`config.mk`:
```
export PLATFORM = sky130hd
export DESIGN_NAME = alu_mc
export DESIGN_NICKNAME = d
export VERILOG_FILES = /design/src/rtl/alu_mc_pkg.sv /design/src/rtl/alu_mc_mul.sv /design/src/rtl/alu_mc.sv
export SDC_FILE = /design/constraint.sdc
export NUM_CORES = 1
export LEC_CHECK = 0
export ABC_AREA = 1
export BUFFER_PORTS_ARGS = -buffer_cell sky130_fd_sc_hd__buf_2
export CAP_MARGIN = 10
export CORE_MARGIN = 4
export CORE_UTILIZATION = 45
export CTS_CLUSTER_SIZE = 40
export DETAILED_ROUTE_END_ITERATION = 10
export PLACE_DENSITY = 0.72
export SYNTH_ARGS = -nofsm -noshare
export SYNTH_HDL_FRONTEND = slang
export SYNTH_HIERARCHICAL = 1
export SYNTH_SLANG_ARGS = --single-unit
```
`constraint.sdc`:
```
create_clock -name clk -period 2.55 [get_ports clk]
set_input_delay 0.1275 -clock clk [delete_from_list [all_inputs] [get_ports clk]]
set_output_delay 0.1275 -clock clk [all_outputs]
set_load 0.02 [all_outputs]
```
`src/rtl/alu_mc_pkg.sv`:
```
// Shared opcodes, status bit positions and handshake FSM states for alu_mc.
package alu_mc_pkg;

  localparam logic [4:0] OP_ADD   = 5'h01;
  localparam logic [4:0] OP_SUB   = 5'h02;
  localparam logic [4:0] OP_AND   = 5'h03;
  localparam logic [4:0] OP_OR    = 5'h04;
  localparam logic [4:0] OP_XOR   = 5'h05;
  localparam logic [4:0] OP_NOT   = 5'h06;
  localparam logic [4:0] OP_SLL   = 5'h07;
  localparam logic [4:0] OP_SRL   = 5'h08;
  localparam logic [4:0] OP_ROL   = 5'h09;
  localparam logic [4:0] OP_ROR   = 5'h0A;
  localparam logic [4:0] OP_CMPEQ = 5'h0B;
  localparam logic [4:0] OP_CMPLT = 5'h0C;
  localparam logic [4:0] OP_CMPGT = 5'h0D;
  localparam logic [4:0] OP_MUL   = 5'h0E;
  localparam logic [4:0] OP_SRA   = 5'h0F;

  // out_status = {zero, carry, neg, eq, lt, gt}
  localparam int ST_GT    = 0;
  localparam int ST_LT    = 1;
  localparam int ST_EQ    = 2;
  localparam int ST_NEG   = 3;
  localparam int ST_CARRY = 4;
  localparam int ST_ZERO  = 5;

  typedef enum logic [1:0] {
    S_IDLE,
    S_EXEC,
    S_DONE
  } state_t;

endpackage

```
`src/rtl/alu_mc_mul.sv`:
```
// Iterative unsigned shift-add multiplier: WIDTH add/shift steps, done pulses
// WIDTH cycles after the start pulse.
module alu_mul_iter #(
  parameter int WIDTH = 8
) (
  input  logic                 clk,
  input  logic                 reset_n,
  input  logic                 start,
  input  logic [WIDTH-1:0]     a,
  input  logic [WIDTH-1:0]     b,
  output logic                 done,
  output logic [2*WIDTH-1:0]   product
);

  localparam int CW = $clog2(WIDTH);

  logic                r_busy;
  logic                r_done;
  logic [CW-1:0]       r_cnt;
  logic [WIDTH-1:0]    r_a;
  logic [2*WIDTH-1:0]  r_prod;

  // One step: conditionally add the multiplicand into the high half, then shift right.
  function automatic logic [2*WIDTH-1:0] mul_step(input logic [2*WIDTH-1:0] p,
                                                  input logic [WIDTH-1:0]   m);
    logic [WIDTH:0] s;
    s = {1'b0, p[2*WIDTH-1:WIDTH]} + (p[0] ? {1'b0, m} : '0);
    return {s, p[WIDTH-1:1]};
  endfunction

  // The first step is folded into the load so the last step lands WIDTH-1 edges later.
  always_ff @(posedge clk or negedge reset_n) begin
    if (!reset_n) begin
      r_busy <= 1'b0;
      r_done <= 1'b0;
      r_cnt  <= '0;
      r_a    <= '0;
      r_prod <= '0;
    end else begin
      r_done <= 1'b0;
      if (start) begin
        r_busy <= 1'b1;
        r_cnt  <= CW'(1);
        r_a    <= a;
        r_prod <= mul_step({{WIDTH{1'b0}}, b}, a);
      end else if (r_busy) begin
        r_prod <= mul_step(r_prod, r_a);
        r_cnt  <= r_cnt + CW'(1);
        if (r_cnt == CW'(WIDTH - 1)) begin
          r_busy <= 1'b0;
          r_done <= 1'b1;
        end
      end
    end
  end

  assign done    = r_done;
  assign product = r_prod;

endmodule

```
`src/rtl/alu_mc.sv`:
```
// Multi-cycle ALU with valid/ready on both sides; MUL is iterative, all other
// ops complete one cycle after acceptance.
module alu_mc
  import alu_mc_pkg::*;
#(
  parameter int WIDTH = 8
) (
  input  logic              clk,
  input  logic              reset_n,
  input  logic              in_valid,
  output logic              in_ready,
  input  logic [WIDTH-1:0]  in_a,
  input  logic [WIDTH-1:0]  in_b,
  input  logic [4:0]        in_op,
  output logic              out_valid,
  input  logic              out_ready,
  output logic [WIDTH-1:0]  out_result,
  output logic [WIDTH-1:0]  out_hi,
  output logic [5:0]        out_status,
  output logic              out_err
);

  localparam int SHW = $clog2(WIDTH);

  state_t              r_state;
  state_t              w_state_next;
  logic                w_in_ready;
  logic                w_accept;
  logic                w_is_mul;
  logic                w_mul_done;
  logic [2*WIDTH-1:0]  w_product;
  logic [SHW-1:0]      w_sh;
  logic [WIDTH:0]      w_sum;
  logic [WIDTH-1:0]    w_rol;
  logic [WIDTH-1:0]    w_ror;
  logic [WIDTH-1:0]    w_res;
  logic [5:0]          w_status;
  logic                w_err;
  logic [5:0]          w_mul_status;

  logic                r_out_valid;
  logic [WIDTH-1:0]    r_result;
  logic [WIDTH-1:0]    r_hi;
  logic [5:0]          r_status;
  logic                r_err;

  assign w_is_mul = (in_op == OP_MUL);
  assign w_sh     = in_b[SHW-1:0];
  assign w_sum    = {1'b0, in_a} + {1'b0, in_b};

  // WIDTH is a power of two, so SHW-bit index arithmetic wraps modulo WIDTH.
  for (genvar gi = 0; gi < WIDTH; gi++) begin : g_rot
    assign w_rol[gi] = in_a[SHW'(gi) - w_sh];
    assign w_ror[gi] = in_a[SHW'(gi) + w_sh];
  end

  always_comb begin
    w_res    = '0;
    w_status = '0;
    w_err    = 1'b0;
    case (in_op)
      OP_ADD: begin
        w_res              = w_sum[WIDTH-1:0];
        w_status[ST_CARRY] = w_sum[WIDTH];
      end
      OP_SUB: begin
        w_res            = in_a - in_b;
        w_status[ST_NEG] = (in_a < in_b);
      end
      OP_AND:   w_res = in_a & in_b;
      OP_OR:    w_res = in_a | in_b;
      OP_XOR:   w_res = in_a ^ in_b;
      OP_NOT:   w_res = ~in_a;
      OP_SLL:   w_res = in_a << w_sh;
      OP_SRL:   w_res = in_a >> w_sh;
      OP_ROL:   w_res = w_rol;
      OP_ROR:   w_res = w_ror;
      OP_SRA:   w_res = $signed(in_a) >>> w_sh;
      OP_CMPEQ: w_status[ST_EQ] = (in_a == in_b);
      OP_CMPLT: w_status[ST_LT] = (in_a < in_b);
      OP_CMPGT: w_status[ST_GT] = (in_a > in_b);
      OP_MUL:   w_res = '0;
      default:  w_err = 1'b1;
    endcase
    w_status[ST_ZERO] = (w_res == '0);
  end

  always_comb begin
    w_mul_status          = '0;
    w_mul_status[ST_ZERO] = (w_product == '0);
  end

  alu_mul_iter #(.WIDTH(WIDTH)) u_mul (
    .clk     (clk),
    .reset_n (reset_n),
    .start   (w_accept && w_is_mul),
    .a       (in_a),
    .b       (in_b),
    .done    (w_mul_done),
    .product (w_product)
  );

  always_comb begin
    w_state_next = r_state;
    w_in_ready   = 1'b0;
    case (r_state)
      S_IDLE: w_in_ready = 1'b1;
      S_EXEC: if (w_mul_done) w_state_next = S_DONE;
      S_DONE: begin
        w_in_ready = out_ready;
        if (out_ready) w_state_next = S_IDLE;
      end
      default: w_state_next = S_IDLE;
    endcase
    w_accept = in_valid && w_in_ready;
    if (w_accept) w_state_next = w_is_mul ? S_EXEC : S_DONE;
  end

  always_ff @(posedge clk or negedge reset_n) begin
    if (!reset_n) r_state <= S_IDLE;
    else          r_state <= w_state_next;
  end

  always_ff @(posedge clk or negedge reset_n) begin
    if (!reset_n) begin
      r_out_valid <= 1'b0;
      r_result    <= '0;
      r_hi        <= '0;
      r_status    <= '0;
      r_err       <= 1'b0;
    end else begin
      r_out_valid <= (w_state_next == S_DONE);
      if (w_accept && !w_is_mul) begin
        r_result <= w_res;
        r_hi     <= '0;
        r_status <= w_status;
        r_err    <= w_err;
      end else if (r_state == S_EXEC && w_mul_done) begin
        r_result <= w_product[WIDTH-1:0];
        r_hi     <= w_product[2*WIDTH-1:WIDTH];
        r_status <= w_mul_status;
        r_err    <= 1'b0;
      end
    end
  end

  assign in_ready   = w_in_ready;
  assign out_valid  = r_out_valid;
  assign out_result = r_result;
  assign out_hi     = r_hi;
  assign out_status = r_status;
  assign out_err    = r_err;

endmodule

```
==> flow_summary.yaml, run 1 <==
clock_tree:
  cts.clk_slew.worst_paths_ps: 70
  cts_made_buffers: 5
  cts_setup_buffers: 0
  cts_root_buf: "clkbuf_16"
  htreeDepth: 2
  cts_tree: "built"
  clock-sinks: 55
  clock_path_buffers: 2
  clk_latency_ps: 300
pwr:
  finalPower_w: 0.00320
  max-vdd-ir-drop_v: 0.000521
  cellPowerDensity_nw_per_um2: 543
  p_leak_nw: 3.35
routing:
  firstDrtPassIters: 7
  drc: 0
  wirelength_um: 16900
  ant_nets: 0
  viasPerCell: 5.48
  vias: 5802
  wl_per_cell_um: 16.0
  drt_iter0_markers: 616
logic_synthesis:
  syn-instance-count: 854
  ys_ff_latch: 55
  ys.flop_type: "dfrtp_1"
  syn_nets: 919
  ys_warn_count: 6
  seq_area_frac_synth_pct: 26.3
  synthArstFlopShare_pct: 100
  synth.avg_cell_area_um2: 6.13
  ys_types: 42
  syn_area_um2: 5230
  synth-edff-count: 0
floorplanning:
  start_util_pct: 45.8
  die_h_um: 116
  die_w_um: 116
  io-pin-count: 50
  die_area_um2: 13400
  fp-row-count: 39
  core_area_um2: 11400
worst_setup_path:
  end_kind: "register"
  path_buf_inv: 2
  reg2regPathDepth: 9
  crit_arrival_ps: 2210
  reg2reg_slack_ps: 580
  reg2reg_from: "u_mul/product[0]$_DFFE_PN0P_"
  crit_type: "register to register"
  worstSetupStartpointType: "register"
  critPathTopFamily: "adder cells"
  cp_slowest_stage_delay_ps: 560
  path_cells: "nand2_1 -> inv_1 -> ha_1 -> inv_1 -> fa_1 -> o21bai_1 -> or2_0 -> nand3_1 -> nand3_1"
  reg2reg_to: "u_mul/product[11]$_DFFE_PN0P_"
  cp_slowest_cell: "dfrtp_1"
  cp-startpoint: "u_mul/product[0]$_DFFE_PN0P_"
  worstPathRequired_ps: 2790
  endpoint: "u_mul/product[11]$_DFFE_PN0P_"
  crit_cells: 9
  critPathMaxFanout: 10
run_status:
  status: "complete, no violations"
global_routing:
  antenna_found_initial: 0
  grt_first_pass_wirelength_um: 27100
  grt_max_degree: 34
  overflow: 0
  grtUsageTotal_pct: 25.7
  grt_pass1_vias: 5233
final_layout:
  synthToLayoutAreaGrowth_pct: 12.8
  antenna_cells: 0
  fillers: 1192
  fin_nets: 979
  final_area_um2: 5900
  layout_common_cells: "nand2_1 (327), nand3_1 (119), inv_1 (90)"
  layout_commonest_cell: "nand2_1"
  final_layout_size_suffix_gt1_share_pct: 10.9
placed_design:
  post-dp-hpwl_um: 13300
  pre_cts_slack_ps: 331
  port_buffers: 49
  gp_congestion: 1.07
  placed_area_um2: 5740
sta:
  finClkSkew_ps: 11.4
  fmax_ghz: 0.506
  tns_ps: 0
  hold_viol_final: 0
  hold_slack_ps: 115
  period_minus_slack_ps: 1970
  fin_ws_ps: 575
  rsz0062_at_grt: "false"
  max_slew_margin_pct: 49.9
  worstMarginPinSlew_ps: 751
  period_share_pct: 77.4
  setup_violations: 0
  slew_viol_final: 0
flow_run:
  cap_violations: 0
min_path:
  hold_path_class: "input port to register"
timing repair:
item,4_1_cts,5_1_grt
endpoints found under the hold margin,32,0
hold buffers,1,0
gates resized for setup,0,0
synth_stat cells (all sizes together), types with 4 or more instances:
| cell | count | area [µm²] |
|---|---|---|
| buf | 17 | 100 |
| nand4 | 11 | 68.8 |
| ha | 37 | 463 |
| o21ai | 26 | 130 |
| dfrtp | 55 | 1380 |
| nand2 | 328 | 1230 |
| clkbuf | 6 | 22.5 |
| a21oi | 28 | 140 |
| nor3 | 9 | 45.0 |
| nor2 | 77 | 317 |
| o211ai | 9 | 67.6 |
| nand3 | 119 | 596 |
| inv | 98 | 368 |
| xor2 | 4 | 35.0 |
state kept, by name, summed over array words and instances, names as in the netlist:
register and flops:
u_mul/product 16, out_hi 8, out_result 8, u_mul/r_a 8
out_status 6, u_mul/r_cnt 3, r_state 2, out_err 1
out_valid 1, u_mul/done 1, u_mul/r_busy 1
routing by layer:
metal	track usage, %	wire [µm]
met5	0	0
met4	7.81	456
met3	4.02	1240
met2	39.1	7380
met1	37.4	7860
cells by family (layout without fill, tap and decap cells):
family,count (synthesis),count (layout),synth area share (%)
simple gates,549,549,43.8
buf+inv,122,183,9.45
compound gates,82,82,9.40
flops,55,55,26.3
fa+ha+maj,40,40,10.0
xor+xnor,6,6,1.00
how the worst min path moves through the flow:
| stage | from | endpoint | slack (ps) | cells after the start |
|---|---|---|---|---|
| 6_report | in_b[7] | u_mul/product[6]$_DFFE_PN0P_ | 110 | 3 |
| 3_5_place_dp | reset_n | out_hi[5]$_DFFE_PN0P_ | 230 | 1 |
| 5_1_grt | in_b[3] | u_mul/product[2]$_DFFE_PN0P_ | 130 | 3 |
| 4_1_cts | in_b[6] | u_mul/product[5]$_DFFE_PN0P_ | 120 | 3 |
| 3_3_place_gp | reset_n | out_hi[2]$_DFFE_PN0P_ | 220 | 1 |
| 2_1_floorplan | reset_n | out_err$_DFFE_PN0P_ | -170 | 0 |
stage by stage:
stage / instances / util (%)
floorplan: 854 / -
global placement: 1049 / 50.3
detailed placement: 1049 / 50.3
CTS: 1058 / 51.7
global route: 1058 / 51.7
finish: 1058 / 51.7
cell type report:
cell class | instances | area [µm²] | area share [%]
repair buffers | 76 | 463 | 7.84
clock inverters | 3 | 25.0 | 0.424
well taps | 143 | 179 | 3.03
multi-input cells | 677 | 3360 | 57.0
clock buffers | 5 | 125 | 2.12
inverters | 99 | 372 | 6.30
flip-flops and latches | 55 | 1380 | 23.3
power by group:
part	total [W]	switching (W)	internal (W)	leakage, nW
combinational	0.00123	0.000792	0.000442	2.55
clock	0.000714	0.000342	0.000372	0.0708
sequential	0.00126	0.000201	0.00105	0.725
tightest hold or removal path: stages:
cell and delay (ps):
buf_2 120, nand2_1 60, nand3_1 70
(Power assumes the default switching activity.)
==> inputs of run 2 (changes only) <==
--- a/config.mk
+++ b/config.mk
@@ -12,7 +12,7 @@
 export CORE_UTILIZATION = 45
 export CTS_CLUSTER_SIZE = 40
 export DETAILED_ROUTE_END_ITERATION = 10
-export PLACE_DENSITY = 0.72
+export PLACE_DENSITY = 0.75
 export SYNTH_ARGS = -nofsm -noshare
 export SYNTH_HDL_FRONTEND = slang
 export SYNTH_HIERARCHICAL = 1
==> constraint.sdc (replaced) <==
create_clock -name clk -period 1.7 [get_ports clk]
set_input_delay 0.085 -clock clk [delete_from_list [all_inputs] [get_ports clk]]
set_output_delay 0.085 -clock clk [all_outputs]
set_load 0.02 [all_outputs]
==> run 2 against run 1 <==
Effect of this change: the flow now finishes with violations (negative setup slack); design area grew 20%; critical path type unchanged; combinational power grew 120%; flip-flop and latch count is the same; global-route usage grew 1.4 points; via count grew 11%; largest cell class unchanged; critical path depth grew 1; clock skew grew 0.72 ps; power grew 73%.
==> flow_summary.yaml, run 2 (synthesized netlist as in run 1, its figures left out) <==
run_status:
  status: "finished with violations"
  violations: "negative setup slack"
final_layout:
  fin_nets: 1088
  final_layout_size_suffix_gt1_share_pct: 26.7
  layout_commonest_cell: "nand2_1"
  postLayoutCoreUtil_pct: 62.1
  final_area_um2: 7090
  largest_reg_flops: 16
  fillers: 1037
  layout_common_cells: "nand2_1 (313), buf_4 (126), nand3_1 (114)"
  antenna_cells: 0
  synthToLayoutAreaGrowth_pct: 35.6
min_path:
  hold_end: "u_mul/product[6]$_DFFE_PN0P_"
  min_from: "in_b[7]"
  hold_path_class: "input port to register"
  min_path_cells: 3
sta:
  setup_violations: 1
  rsz0062_at_grt: "true"
  max_slew_margin_pct: 58.0
  period_minus_slack_ps: 1700
  fmax_ghz: 0.587
  slew_viol_final: 0
  fin_ws_ps: -5.00
  period_share_pct: 100
  finClkSkew_ps: 12.1
  hold_viol_final: 0
  worstMarginPinSlew_ps: 630
  tns_ps: -5.00
clock_tree:
  cts_root_buf: "clkbuf_16"
  clk_latency_ps: 300
  clock_path_buffers: 2
  clock-sinks: 55
  htreeDepth: 2
  cts.clk_slew.worst_paths_ps: 70
  cts_tree: "built"
  cts_made_buffers: 5
placed_design:
  port_buffers: 49
  placed_area_um2: 6570
  gp_congestion: 1.04
  post-dp-hpwl_um: 14500
  pre_cts_slack_ps: -356
routing:
  ant_nets: 0
  drt_iter0_markers: 651
  viasPerCell: 5.52
  firstDrtPassIters: 6
  drc: 0
  wl_per_cell_um: 16.0
  wirelength_um: 18700
  vias: 6442
global_routing:
  grt_pass1_vias: 5978
  grtUsageTotal_pct: 27.1
  grt_max_degree: 29
  grt_first_pass_wirelength_um: 29200
  overflow: 0
  antenna_found_initial: 0
flow_run:
  cap_violations: 0
pwr:
  cellPowerDensity_nw_per_um2: 781
  p_leak_nw: 3.94
  max-vdd-ir-drop_v: 0.000740
worst_setup_path:
  cp_slowest_cell: "dfrtp_1"
  path_cells: "buf_6 -> nand2_4 -> inv_4 -> ha_4 -> nand2_1 -> nand2_1 -> o21bai_4 -> or2_0 -> nand3_1 -> nand3_1"
  reg2reg_slack_ps: -5
  worstSetupStartpointType: "register"
  end_kind: "register"
  cp_slowest_stage_delay_ps: 390
  worstPathRequired_ps: 1870
  critPathMaxFanout: 7
  reg2regPathDepth: 10
  crit_type: "register to register"
  reg2reg_to: "u_mul/product[11]$_DFFE_PN0P_"
  reg2reg_from: "u_mul/product[0]$_DFFE_PN0P_"
  crit_arrival_ps: 1870
floorplanning:
  die_h_um: 116
  die_w_um: 116
  core_area_um2: 11400
  fp-row-count: 39
  die_area_um2: 13400
  io-pin-count: 50
  start_util_pct: 45.8
[run 2: cell types whose count changed in the layout (fill, tap and decap cells not counted), moves of 7 or more]
cell / previous run / this run
buf_4: 25 / 126
buf_6: 0 / 7
ha_1: 37 / 24
ha_4: 0 / 10
inv_1: 90 / 78
inv_2: 8 / 16
nand2_1: 327 / 313
nand2_2: 1 / 11
nor2_1: 71 / 63
nor2_2: 3 / 11
[run 2: stage by stage]
stage | instances | total power, W | hold WS, ps
floorplan | 854 | 0.00316 | -211
global placement | 1151 | 0.00408 | 130
detailed placement | 1151 | 0.00414 | 137
CTS | 1160 | 0.00522 | 73.2
global route | 1167 | 0.00586 | 88.2
finish | 1167 | 0.00554 | 80.3
[run 2: per-layer routing]
layer | vias up | share of wire [%] | track usage [%]
li1 | 3096 | - | -
met1 | 2938 | 43 | 38.7
met2 | 364 | 45 | 43.3
met3 | 44 | 9.8 | 2.56
met4 | 0 | 2.6 | 8.74
met5 | - | 0 | 0
[run 2: worst max-delay path by stage]
| stage | depth (start not counted) | slack [ps] | from | endpoint |
|---|---|---|---|---|
| floorplan | 16 | -60 | in_b[2] | out_status[5]$_DFFE_PN0P_ |
| global placement | 18 | -290 | in_a[2] | out_status[5]$_DFFE_PN0P_ |
| detailed placement | 18 | -360 | in_a[2] | out_status[5]$_DFFE_PN0P_ |
| CTS | 11 | 1 | u_mul/product[0]$_DFFE_PN0P_ | u_mul/product[14]$_DFFE_PN0P_ |
| global route | 18 | -130 | in_a[2] | out_status[5]$_DFFE_PN0P_ |
| finish | 10 | -5 | u_mul/product[0]$_DFFE_PN0P_ | u_mul/product[11]$_DFFE_PN0P_ |
[run 2: cell type report]
cell class              count  area [µm²]  area share [%]
clock buffers               5         125            1.76
inverters                  99         382            5.38
multi-input cells         677        3660            51.6
clock inverters             3        23.8           0.335
repair buffers            185        1350            19.0
well taps                 143         179            2.52
flip-flops and latches     55        1380            19.4
[run 2: what timing repair did]
action,in CTS,in global routing
pin swaps,1,37
setup endpoints to repair,5,17
hold buffers,1,0
gates resized for setup,7,77
buffers inserted,0,7
hold endpoints to repair,27,0
[run 2: worst max-delay path, delay by kind of cell (launching register included)]
| family | cells | cell delay [ps] |
|---|---|---|
| AOI/OAI and AO/OA | 1 | 170 |
| adders and majority gates | 1 | 240 |
| buffers and inverters | 2 | 180 |
| DFF | 1 | 390 |
| and+or+nand+nor | 6 | 590 |
[run 2: power by group]
group,leakage [nW],switching (W),internal [W]
Combinational,3.15,0.00150,0.00115
Clock,0.0717,0.000491,0.000555
Sequential,0.725,0.000263,0.00158
